<file path="src/rtl/bemicrocv_pkg.sv">
// Shared constants and types for the BeMicro CV LED pattern engine.
package bemicrocv_pkg;

   // Display modes, as selected by the DIP switches
   typedef enum logic [1:0] {
      MODE_BIN     = 2'd0,
      MODE_SCAN    = 2'd1,
      MODE_RING    = 2'd2,
      MODE_BREATHE = 2'd3
   } mode_t;

   // Direction of travel for scan position and breathing duty
   typedef enum logic {
      DIR_UP   = 1'b0,
      DIR_DOWN = 1'b1
   } dir_t;

   // Speed setting width and the number of settings it encodes
   localparam int SPEED_W    = 2;
   localparam int NUM_SPEEDS = 1 << SPEED_W;

   // Register width able to hold 0..n-1, never narrower than one bit
   function automatic int w_of(input int n);
      return (n < 2) ? 1 : $clog2(n);
   endfunction

endpackage

</file>
<file path="src/rtl/debounce.sv">
// Push-button conditioner: two-flop synchroniser, stability counter and
// a single-cycle press pulse on each accepted 1->0 transition.
module debounce
   import bemicrocv_pkg::*;
#(
   parameter int DEB_CYCLES = 1_000_000
) (
   input  logic clk_50,
   input  logic rst_n,
   input  logic in_n,
   output logic level_n,
   output logic press
);

   localparam int CNT_W = w_of(DEB_CYCLES);
   localparam logic [CNT_W-1:0] CNT_LAST = CNT_W'(DEB_CYCLES - 1);

   logic [1:0]       sync_reg;
   logic             level_reg;
   logic [CNT_W-1:0] cnt_reg;
   logic             differ;
   logic             settle;

   // A sample differing from the accepted level is a candidate change;
   // the DEB_CYCLES-th consecutive one is accepted.
   assign differ = (sync_reg[1] != level_reg);
   assign settle = differ && (cnt_reg == CNT_LAST);

   // Bring the raw button into the clock domain
   always_ff @(posedge clk_50 or negedge rst_n) begin
      if (!rst_n) begin
         sync_reg <= 2'b11;
      end else begin
         sync_reg <= {sync_reg[0], in_n};
      end
   end

   // Count consecutive differing samples; any agreeing sample restarts
   always_ff @(posedge clk_50 or negedge rst_n) begin
      if (!rst_n) begin
         cnt_reg   <= '0;
         level_reg <= 1'b1;
      end else if (!differ) begin
         cnt_reg <= '0;
      end else if (settle) begin
         cnt_reg   <= '0;
         level_reg <= sync_reg[1];
      end else begin
         cnt_reg <= cnt_reg + 1'b1;
      end
   end

   assign level_n = level_reg;
   // Press fires in the same cycle the level is accepted low; release is silent
   assign press   = settle && !sync_reg[1];

endmodule

</file>
<file path="src/rtl/led_pattern_gen.sv">
// LED pattern engine: prescaler with speed control, debounced step/speed
// buttons and four display modes driving active-low LEDs.
module led_pattern_gen
   import bemicrocv_pkg::*;
#(
   parameter int CLK_HZ     = 50_000_000,
   parameter int TICK_HZ    = 10,
   parameter int LED_W      = 8,
   parameter int DEB_CYCLES = 1_000_000,
   parameter int PWM_BITS   = 8
) (
   input  logic             clk_50,
   input  logic             rst_n,
   input  logic [1:0]       mode,
   input  logic             run_en,
   input  logic             btn_step_n,
   input  logic             btn_speed_n,
   output logic [LED_W-1:0] led_n,
   output logic             tick
);

   localparam int DIV   = CLK_HZ / TICK_HZ;
   localparam int PRE_W = w_of(DIV);
   localparam int POS_W = w_of(LED_W);
   localparam logic [PRE_W-1:0]    PRE_INIT = PRE_W'(DIV - 1);
   localparam logic [POS_W-1:0]    POS_LAST = POS_W'(LED_W - 1);
   localparam logic [PWM_BITS-1:0] DUTY_MAX = {PWM_BITS{1'b1}};

   genvar gi;

   logic [PRE_W-1:0]    presc_reg;
   logic                tick_reg;
   logic [SPEED_W-1:0]  speed_reg;
   logic [PRE_W-1:0]    reload_tbl [NUM_SPEEDS];

   mode_t               mode_reg;
   logic [LED_W-1:0]    count_reg;
   logic [POS_W-1:0]    pos_reg;
   dir_t                dir_reg;
   logic [PWM_BITS-1:0] duty_reg;
   logic [PWM_BITS-1:0] pwm_cnt_reg;
   logic [LED_W-1:0]    led_reg;

   logic                step_level_n;
   logic                speed_level_n;
   logic                step_press;
   logic                speed_press;
   logic                mode_chg;
   logic                adv;
   logic [LED_W-1:0]    onehot;
   logic [LED_W-1:0]    led_on;

   debounce #(.DEB_CYCLES(DEB_CYCLES)) u_deb_step (
      .clk_50  (clk_50),
      .rst_n   (rst_n),
      .in_n    (btn_step_n),
      .level_n (step_level_n),
      .press   (step_press)
   );

   debounce #(.DEB_CYCLES(DEB_CYCLES)) u_deb_speed (
      .clk_50  (clk_50),
      .rst_n   (rst_n),
      .in_n    (btn_speed_n),
      .level_n (speed_level_n),
      .press   (speed_press)
   );

   // Reload value per speed setting: period DIV >> speed, floored at one clock
   for (gi = 0; gi < NUM_SPEEDS; gi++) begin : g_reload
      localparam int SHIFTED = DIV >> gi;
      assign reload_tbl[gi] = (SHIFTED > 0) ? PRE_W'(SHIFTED - 1) : '0;
   end

   // Down-counting prescaler; speed is sampled only when reloading
   always_ff @(posedge clk_50 or negedge rst_n) begin
      if (!rst_n) begin
         presc_reg <= PRE_INIT;
         tick_reg  <= 1'b0;
      end else if (presc_reg == '0) begin
         presc_reg <= reload_tbl[speed_reg];
         tick_reg  <= 1'b1;
      end else begin
         presc_reg <= presc_reg - 1'b1;
         tick_reg  <= 1'b0;
      end
   end

   // Speed button cycles through the four settings
   always_ff @(posedge clk_50 or negedge rst_n) begin
      if (!rst_n) begin
         speed_reg <= '0;
      end else if (speed_press) begin
         speed_reg <= speed_reg + 1'b1;
      end
   end

   // One advance per cycle at most; a pending mode change swallows it
   assign mode_chg = (mode_reg != mode_t'(mode));
   assign adv      = !mode_chg && ((run_en && tick_reg) || (!run_en && step_press));

   // Pattern state machine: restarts on mode change, otherwise steps on adv
   always_ff @(posedge clk_50 or negedge rst_n) begin
      if (!rst_n) begin
         mode_reg  <= MODE_BIN;
         count_reg <= '0;
         pos_reg   <= '0;
         dir_reg   <= DIR_UP;
         duty_reg  <= '0;
      end else if (mode_chg) begin
         mode_reg  <= mode_t'(mode);
         count_reg <= '0;
         pos_reg   <= '0;
         dir_reg   <= DIR_UP;
         duty_reg  <= '0;
      end else if (adv) begin
         case (mode_reg)
            MODE_BIN: begin
               count_reg <= count_reg + 1'b1;
            end
            MODE_SCAN: begin
               // bounce off the ends without repeating the end position
               if (dir_reg == DIR_UP) begin
                  if (pos_reg == POS_LAST) begin
                     dir_reg <= DIR_DOWN;
                     pos_reg <= POS_LAST - 1'b1;
                  end else begin
                     pos_reg <= pos_reg + 1'b1;
                  end
               end else begin
                  if (pos_reg == '0) begin
                     dir_reg <= DIR_UP;
                     pos_reg <= POS_W'(1);
                  end else begin
                     pos_reg <= pos_reg - 1'b1;
                  end
               end
            end
            MODE_RING: begin
               pos_reg <= (pos_reg == POS_LAST) ? '0 : pos_reg + 1'b1;
            end
            MODE_BREATHE: begin
               // duty ramps up and down, turning around on the same advance
               if (dir_reg == DIR_UP) begin
                  if (duty_reg == DUTY_MAX) begin
                     dir_reg  <= DIR_DOWN;
                     duty_reg <= DUTY_MAX - 1'b1;
                  end else begin
                     duty_reg <= duty_reg + 1'b1;
                  end
               end else begin
                  if (duty_reg == '0) begin
                     dir_reg  <= DIR_UP;
                     duty_reg <= PWM_BITS'(1);
                  end else begin
                     duty_reg <= duty_reg - 1'b1;
                  end
               end
            end
            default: begin
            end
         endcase
      end
   end

   // Free-running PWM phase for breathing mode
   always_ff @(posedge clk_50 or negedge rst_n) begin
      if (!rst_n) begin
         pwm_cnt_reg <= '0;
      end else begin
         pwm_cnt_reg <= pwm_cnt_reg + 1'b1;
      end
   end

   // Position decode for the one-hot modes
   for (gi = 0; gi < LED_W; gi++) begin : g_onehot
      assign onehot[gi] = (pos_reg == POS_W'(gi));
   end

   // Select the lit-LED image for the current mode
   always_comb begin
      led_on = '0;
      case (mode_reg)
         MODE_BIN:     led_on = count_reg;
         MODE_SCAN:    led_on = onehot;
         MODE_RING:    led_on = onehot;
         MODE_BREATHE: led_on = {LED_W{pwm_cnt_reg < duty_reg}};
         default:      led_on = '0;
      endcase
   end

   // Registered active-low LED drive
   always_ff @(posedge clk_50 or negedge rst_n) begin
      if (!rst_n) begin
         led_reg <= '1;
      end else begin
         led_reg <= ~led_on;
      end
   end

   assign led_n = led_reg;
   assign tick  = tick_reg;

endmodule

</file>
<file path="config.mk">
export PLATFORM = sky130hd
export DESIGN_NAME = led_pattern_gen
export DESIGN_NICKNAME = d
export VERILOG_FILES = /design/src/rtl/bemicrocv_pkg.sv /design/src/rtl/debounce.sv /design/src/rtl/led_pattern_gen.sv
export SDC_FILE = /design/constraint.sdc
export NUM_CORES = 1
export LEC_CHECK = 0
export ABC_CLOCK_PERIOD_IN_PS = 3800
export BUFFER_PORTS_ARGS = -buffer_cell sky130_fd_sc_hd__buf_2
export CAP_MARGIN = 40
export CORE_MARGIN = 10
export CORE_UTILIZATION = 45
export CTS_BUF_LIST = sky130_fd_sc_hd__clkbuf_4
export CTS_CLUSTER_SIZE = 16
export DETAILED_ROUTE_END_ITERATION = 7
export MAX_ROUTING_LAYER = met4
export SLEW_MARGIN = 0
export SYNTH_ARGS = -nofsm -noshare
export SYNTH_HDL_FRONTEND = slang
export SYNTH_SLANG_ARGS = --single-unit
</file>
<file path="constraint.sdc">
create_clock -name clk_50 -period 3.8 [get_ports clk_50]
set_input_delay 0.19 -clock clk_50 [delete_from_list [all_inputs] [get_ports clk_50]]
set_output_delay 0.19 -clock clk_50 [all_outputs]
set_load 0.005 [all_outputs]
</file>
=== Word-level counts from Yosys, hierarchy flattened ===
Index checks and enable logic that the tools add are counted.

* Output and inout bits: 9
* Flip-flop bits (word level): 110

* Multiplexer cells: 35
* Magnitude comparators: 2
* Reductions and logical operators: 28
* Add/sub/neg operators: 10
* Bitwise operators: 2
* Eq/ne operators: 16

{| class="wikitable"
|+ Operators by type and width
! operator !! number
|-
| 20-bit 2-to-1 mux || 4
|-
| 8-bit 2-to-1 mux || 9
|-
| 23-bit 2-to-1 mux || 3
|-
| 23-bit binary-select mux with 2-bit select || 1
|-
| 20-bit by 1-bit adder with 20-bit output (second input constant) || 2
|-
| 20-bit equality test (second input constant) || 2
|-
| 8-bit by 1-bit adder with 8-bit output (second input constant) || 3
|-
| 8-bit one-hot mux with 3 select lines || 1
|-
| 23-bit logical NOT || 1
|-
| 23-bit by 1-bit subtractor with 23-bit output (second input constant) || 1
|-
| 3-bit 2-to-1 mux || 6
|-
| 3-bit equality test (second input constant) || 4
|-
| 2-bit AND reduction || 6
|-
| 1-bit 2-to-1 mux || 9
|-
| 8-bit equality test (second input constant) || 1
|-
| 8-bit logical NOT || 1
|-
| 8-bit less-than comparator || 1
|-
| 8-bit NOT || 1
|-
| 8-bit by 1-bit subtractor with 8-bit output (second input constant) || 1
|-
| 1-bit logical AND || 7
|-
| 3-bit by 2-bit equality test with 1-bit output (second input constant) || 2
|-
| 3-bit one-hot mux with 2 select lines || 1
|-
| 2-bit nonzero test || 3
|-
| 3-bit nonzero test || 2
|-
| 16 further kinds || 21
|}

=== Logic depth before layout (Yosys ltp) ===
Gate-level depths: netlist of the first run.

* Word-level depth: 8
* Gate-level depth with buffers: 8
* Depth with buffers taken out: 7

=== Hierarchy ===
Synthesis of the first run repeated with hierarchy kept, for this count alone.

* Cell total of the unflattened synthesis: 607
* Area, all modules: 6,147.1 um2

{| class="wikitable"
|+ Modules (own cells, without submodules)
! module !! times used !! cells each !! area an instance (um2)
|-
| led_pattern_gen || 1 || 395 || 3,819.9
|-
| debounce || 2 || 106 || 1,163.6
|}

=== Worst setup path after synthesis of the first run ===
OpenSTA, ideal clock, no wires.

* Path kind: register to register
* Start point: register u_deb_step.cnt_reg[8]
* End point: register duty_reg[4]
* Path slack: 1.535 ns
* Data required time: 3.717 ns
* Buffers on the path: 0
* Arrival time: 2.182 ns
* Clock period less this slack: 2.265 ns
* Setup time: 0.083 ns
* Cell stages (with the launch flop): 6
* Path through: dfrtp_1 or4b_1 or4_4 o21a_1 or4_1 o21ai_0

* Longest elaborated chain between the ends: 8

{| class="wikitable"
|+ RTL lines
! item !! line !! RTL
|-
| from (decl) || debounce.sv:20 || <nowiki>logic [CNT_W-1:0] cnt_reg;</nowiki>
|-
| from (signal assigned) || debounce.sv:49 || <nowiki>cnt_reg <= cnt_reg + 1'b1;</nowiki>
|-
| 20-bit equality test || debounce.sv:27 || <nowiki>assign settle = differ && (cnt_reg == CNT_LAST);</nowiki>
|-
| 1-bit logical AND || debounce.sv:27 ||
|-
| 1-bit logical AND || debounce.sv:55 || <nowiki>assign press = settle && !sync_reg[1];</nowiki>
|-
| 1-bit logical AND || led_pattern_gen.sv:100 || <nowiki>assign adv = !mode_chg && ((run_en && tick_reg) || (!run_en && step_press));</nowiki>
|-
| 1-bit logical OR || led_pattern_gen.sv:100 ||
|-
| 1-bit logical AND || led_pattern_gen.sv:100 ||
|-
| 2-bit nonzero test (no source line) || - ||
|-
| 2-bit AND reduction (no source line) || - ||
|-
| to (signal assigned) || led_pattern_gen.sv:147 || <nowiki>duty_reg <= DUTY_MAX - 1'b1;</nowiki>
|-
| to (signal assigned) || led_pattern_gen.sv:149 || <nowiki>duty_reg <= duty_reg + 1'b1;</nowiki>
|-
| to (signal assigned) || led_pattern_gen.sv:156 || <nowiki>duty_reg <= duty_reg - 1'b1;</nowiki>
|-
| to (decl) || led_pattern_gen.sv:40 || <nowiki>logic [PWM_BITS-1:0] duty_reg;</nowiki>
|}

No other way between the ends.
A chain may end at the register's enable or synchronous reset.

=== Worst setup path after layout of the first run ===
Ends and elaborated chain as after synthesis.

==> results.yml, run 1 <==
synth:
  synth_area_leaders: "dfrtp_1 (35%), dfstp_2 (12%), ha_1 (7.1%)"
  synthArstFlopShare: 1.00
  netlist.area_leader.share: 0.345
  synth_flop_cell: "dfrtp_1"
  ys_seq_area_frac: 0.463
  syn-num-nets: 673
  syn_inst: 632
  yosys_register_bits: 110
  synth-edff-count: 0
  synth_area_sq_mm: 0.00602
  synth.distinct_cells: 54
  synthTopCellsByCount: "dfrtp_1 (83), nor2_1 (83), nand2_1 (56)"
  syn_area_per_cell_sq_um: 9.52
  yosys.area.top_type: "dfrtp_1"
  synth_warnings: 0
finish:
  syn_to_final_growth_pct: 8.48
  layout.cells.non_filler: 831
  drive_gt1_frac: 0.113
  utilization: 0.495
  antennaDiodeCount: 0
  largest_reg_flops: 23
  fin_area_sq_mm: 0.00653
  final_nets: 691
power_and_ir_drop:
  p_sw_frac: 0.240
  p_leak_nw: 2.83
  intPower_mw: 1.56
  power_mw: 2.06
  powerDensity_mw_per_mm2: 315
  p_sw_uw: 495
  combPwrFrac: 0.060
  p_seq_frac: 0.584
  clkPwrFrac: 0.355
  irDropWorstVdd_mv: 0.325
placed_design:
  pre_cts_ws_ns: 1.26
  place.gp.congestion: 0.921
  dp_hpwl_mm: 8.61
  io_buffers: 15
  place_area_sq_mm: 0.00629
  placed_cells: 810
timing:
  slew_headroom: 0.371
  maxSlewViolCount: 0
  layout_setup_ws_ns: 1.25
  tightest_slew_ns: 0.931
  skew_ns: 0.0122
  rsz0062_at_grt: "no"
  finalSetupTns_ns: 0
  setup_viol: 0
  hold_viol: 0
  min_period_over_period: 0.670
  timing.final.crit_period_ns: 2.55
  holdWs_ns: 0.275
  maxClockFrequency_mhz: 393
critical_path:
  worstPathRequired_ns: 4.21
  cpMaxStageDelayCell: "or4b_1"
  crit_chain: "or4b_1 -> or4_4 -> o21a_1 -> or4_1 -> o21ai_0"
  startpoint_type: "flop"
  crit_fanout: 12
  endpoint_kind: "flop"
  cp.arrival_ns: 2.96
  critPathKind: "flop to flop"
  slowest_delay_ns: 0.56
die:
  fp-row-count: 42
  num_io_pins: 16
  initial_utilization: 0.456
  core_area_sq_mm: 0.0132
  dieWidth_microns: 136
  die-area_sq_mm: 0.0184
  fp.dieH_microns: 136
drt:
  routedWlPerCell_microns: 14.7
  dr.pass1.iters: 5
  viasPerCell: 5.48
  final_antenna_net_count: 0
  vias: 4551
  drc_errors: 0
  drt_iter0_markers: 260
  wl_mm: 12.3
hold_path:
  hold_class: "input pin to asynchronous set/reset pin"
global_routing:
  grt_usage: 0.143
  grt_pass1_wl_mm: 21.3
  overflow: 0
  antenna_found_initial: 0
  grt_max_degree: 57
  grt_pass1_vias: 4447
cts:
  cts_made_buffers: 9
  cts.clk_slew.worst_paths_ns: 0.17
  cts_root_buffer: "clkbuf_4"
  htree_levels: 3
  cts_max_path_buffers: 2
  cts_tree: "built"
  clock_sinks: 110
  worst_skew_pair.late_latency_ns: 0.48
job:
  max-cap-violations: 0
run_status:
  status: "completed"
path summary, 6_finish.rpt:
path	start	to	slack (ns)	cells after the start
worst max-delay path	u_deb_step.cnt_reg[8]	duty_reg[4]	1.25	5
worst min-delay path	rst_n	u_deb_step.cnt_reg[2]	0.27	2
worst max register to register	u_deb_step.cnt_reg[8]	duty_reg[4]	1.25	5
worst min register to register	u_deb_step.sync_reg[0]	u_deb_step.sync_reg[1]	0.36	0
max in group asynchronous	rst_n	presc_reg[14]	2.62	3
min in group clk_50	run_en	count_reg[7]	0.30	6
worst max-delay path, delay by kind of cell (launching register included):
| family | cells | cell delay (ns) |
|---|---|---|
| and+or+nand+nor | 3 | 1.62 |
| DFF | 1 | 0.44 |
| AOI/OAI and AO/OA | 2 | 0.43 |
final cells by class:
class / instances / area [sq um]
clock buffer: 9 / 67.6
fill: 1252 / 6660
timing repair buffer: 26 / 175
clock inverter: 7 / 120
tap: 176 / 220
multi-input combinational: 478 / 3060
inverter: 25 / 93.8
sequential: 110 / 2790
cells in the final DEF, fill, tap and decap left out, types with 4 or more instances in the layout:
master,instances
nor2b_1,6
dfrtp_1,83
clkbuf_4,9
or4_1,5
nand3_1,23
xnor2_1,28
or3_1,8
nor4_1,10
nor3_1,12
nand2_1,56
and3_1,13
a31oi_1,7
o21ai_0,23
buf_4,6
a21oi_1,33
nand2b_1,6
dfstp_2,27
nor2_1,83
and2_1,4
dlygate4sd3_1,5
inv_1,25
mux2i_1,4
and4_1,6
buf_2,14
nand4_1,23
ha_1,34
a211oi_1,6
xor2_1,38
power groups by stage:
stage               Sequential [mW]  Combinational [mW]  Clock (mW)
floorplan                      1.22              0.0712           0
global placement               1.22               0.121           0
detailed placement             1.22               0.123           0
CTS                            1.20               0.128       0.760
global route                   1.20               0.144       0.804
finish                         1.20               0.124       0.731
timing repair:
action | in CTS | in global routing
setup endpoints to repair | 0 | 0
gates resized for setup | 0 | 0
endpoints found under the hold margin | 47 | 0
hold buffers | 5 | 0
setup buffers | 0 | 0
routing by layer:
metal  vias to the layer above  share of wire  GRT usage
met5                         -              0          -
met4                         0          0.010     0.0347
met3                         7          0.039     0.0386
met2                        70           0.49      0.228
met1                      2226           0.46      0.176
li1                       2248              -          -
cell families after synthesis:
group | share of synthesized area
buf+inv | 0.0277
compound gates | 0.100
simple gates | 0.230
xor+xnor | 0.0961
fa+ha+maj | 0.0707
mux | 0.0123
flops | 0.463
(Power assumes the default switching activity.)
==> inputs of run 2 (changes only) <==
--- a/config.mk
+++ b/config.mk
@@ -5,7 +5,8 @@
 export SDC_FILE = /design/constraint.sdc
 export NUM_CORES = 1
 export LEC_CHECK = 0
-export ABC_CLOCK_PERIOD_IN_PS = 3800
+export ABC_AREA = 1
+export ABC_CLOCK_PERIOD_IN_PS = 2100
 export BUFFER_PORTS_ARGS = -buffer_cell sky130_fd_sc_hd__buf_2
 export CAP_MARGIN = 40
 export CORE_MARGIN = 10
==> constraint.sdc (replaced) <==
create_clock -name clk_50 -period 2.1 [get_ports clk_50]
set_input_delay 0.105 -clock clk_50 [delete_from_list [all_inputs] [get_ports clk_50]]
set_output_delay 0.105 -clock clk_50 [all_outputs]
set_load 0.005 [all_outputs]
==> run 2 against run 1 <==
Against the previous run: core utilization up 0.26 points; clock skew increased by 0.0083 ns; routed wire length rose by 18%; die area is 11% higher; synthesized area rose by 13%; count of clock-buffer cells in the layout is 2 higher; via count is 21% higher; combinational power rose to 3.0 times the previous value; highest routed layer unchanged; synthesized cell count is 44% higher; cell count increased by 35%; maximum frequency grew 35%; clock power is 52% higher.
==> results.yml, run 2 <==
timing:
  timing.final.crit_period_ns: 1.89
  layout_setup_ws_ns: 0.214
  maxSlewViolCount: 0
  holdWs_ns: 0.119
  min_period_over_period: 0.898
  skew_ns: 0.0204
  rsz0062_at_grt: "no"
  tightest_slew_ns: 0.566
  slew_headroom: 0.623
  finalSetupTns_ns: 0
  hold_viol: 0
  setup_viol: 0
  maxClockFrequency_mhz: 530
drt:
  viasPerCell: 4.91
  wl_mm: 14.4
  final_antenna_net_count: 0
  drc_errors: 0
  dr.pass1.iters: 5
  drt_iter0_markers: 407
  routedWlPerCell_microns: 12.8
  vias: 5524
cts:
  cts.clk_slew.worst_paths_ns: 0.17
  cts_tree: "built"
  cts_max_path_buffers: 2
  worst_skew_pair.late_latency_ns: 0.49
  cts_setup_buffers: 0
  cts_made_buffers: 9
  cts_root_buffer: "clkbuf_4"
  htree_levels: 3
  clock_sinks: 110
synth:
  yosys.area.top_type: "dfrtp_1"
  synth_warnings: 0
  netlist.area_leader.share: 0.307
  syn_area_per_cell_sq_um: 7.44
  synth_area_leaders: "dfrtp_1 (31%), nand2_1 (14%), dfstp_2 (10%)"
  synth.distinct_cells: 40
  synth-edff-count: 0
  ys_seq_area_frac: 0.411
  synth_flop_cell: "dfrtp_1"
  synth_area_sq_mm: 0.00677
  syn_inst: 910
  synthArstFlopShare: 1.00
  syn-num-nets: 951
  synthTopCellsByCount: "nand2_1 (249), nor2_1 (134), inv_1 (109)"
  yosys_register_bits: 110
  synth_most_common_cell: "nand2_1"
power_and_ir_drop:
  powerDensity_mw_per_mm2: 506
  power_mw: 3.68
  p_leak_nw: 3.63
  irDropWorstVdd_mv: 0.360
die:
  die-area_sq_mm: 0.0204
  num_io_pins: 16
  initial_utilization: 0.462
  fp.dieH_microns: 143
  dieWidth_microns: 143
  core_area_sq_mm: 0.0146
  fp-row-count: 44
critical_path:
  cpMaxStageDelayCell: "dfrtp_1"
  slowest_delay_ns: 0.46
  crit_fanout: 13
  startpoint_type: "flop"
  cp_num_buf_inv: 1
  crit_path_frequent_cell: "nand2_1"
  critPathKind: "flop to flop"
  worstPathRequired_ns: 2.54
  cp_top_family: "simple AND/OR/NAND/NOR gates"
  cp.arrival_ns: 2.32
  endpoint_kind: "flop"
  crit_chain: "xnor2_1 -> nand2_2 -> inv_2 -> nand2_1 -> nand2_2 -> nand2_1 -> nand2_1"
placed_design:
  dp_hpwl_mm: 10.8
  io_buffers: 15
  place.gp.congestion: 0.893
  placed_cells: 1104
  pre_cts_ws_ns: 0.267
  place_area_sq_mm: 0.00709
finish:
  fin_area_sq_mm: 0.00728
  largest_reg_flops: 23
  layout_common_cells: "nand2_1 (249), nor2_1 (134), inv_1 (109)"
  final_nets: 977
  layout.cells.non_filler: 1125
  syn_to_final_growth_pct: 7.58
  antennaDiodeCount: 0
  drive_gt1_frac: 0.122
  final_common_cell: "nand2_1"
  fillers: 1456
  utilization: 0.497
global_routing:
  grt_pass1_vias: 5409
  grt_usage: 0.156
  grt_max_degree: 41
  grt_pass1_wl_mm: 25.4
  antenna_found_initial: 0
  overflow: 0
run_status:
  status: "completed"
job:
  max-cap-violations: 0
hold_path:
  hold_class: "input pin to asynchronous set/reset pin"
run 2: cell types whose count changed after synthesis, moves of 9 or more:
| cell | before | now |
|---|---|---|
| nand2_1 | 56 | 249 |
| inv_1 | 25 | 109 |
| inv_2 | 0 | 9 |
| and3_1 | 13 | 0 |
| nand2_2 | 0 | 9 |
| a21oi_1 | 33 | 20 |
| nor2_1 | 83 | 134 |
| clkbuf_1 | 17 | 3 |
| nand3_1 | 23 | 74 |
| xnor2_1 | 28 | 6 |
| xor2_1 | 38 | 28 |
run 2: routing by layer:
metal,vias up,global-route usage,wire [microns]
met5,-,-,0
met4,0,0.0364,170
met3,15,0.0362,590
met2,100,0.237,6280
met1,2493,0.207,7390
li1,2916,-,-
run 2: cell families (layout without fill, tap and decap cells):
| logic type | count (synthesis) | in the layout | synth area share |
|---|---|---|---|
| flip-flops | 110 | 110 | 0.411 |
| XOR/XNOR | 35 | 35 | 0.0464 |
| adder cells (fa/ha/maj) | 34 | 34 | 0.0628 |
| buffers and inverters | 133 | 164 | 0.0776 |
| AO/OA/AOI/OAI | 65 | 65 | 0.0519 |
| AND/OR/NAND/NOR | 533 | 533 | 0.350 |
run 2: cell type report:
type	count	area, sq um	share of cell area
clock buffers	11	82.6	0.0113
flip-flops and latches	110	2790	0.383
inverters	120	453	0.0622
well taps	184	230	0.0316
clock inverters	5	58.8	0.00807
repair buffers	28	213	0.0292
multi-input cells	667	3460	0.475
run 2: report_power, final:
group | switching, mW | internal [mW]
Sequential | 0.0321 | 2.17
Combinational | 0.248 | 0.125
Clock | 0.714 | 0.392
Total | 0.995 | 2.69
run 2: path summary, 6_finish.rpt:
kind	slack, ns	cells after the start	endpoint	startpoint
setup / recovery	0.21	7	duty_reg[1]	mode_reg[0]
hold / removal	0.12	2	pwm_cnt_reg[2]	rst_n
setup reg to reg	0.21	7	duty_reg[1]	mode_reg[0]
hold reg to reg	0.37	0	u_deb_speed.sync_reg[1]	u_deb_speed.sync_reg[0]
max in group asynchronous	1.30	3	led_n[1]	rst_n
min in group clk_50	0.20	5	pos_reg[2]	run_en
run 2: repair_timing:
action                                  CTS  global route
hold buffers                              5             0
gates resized for setup                   0             1
hold endpoints to repair                 66             0
endpoints found under the setup margin    0             7
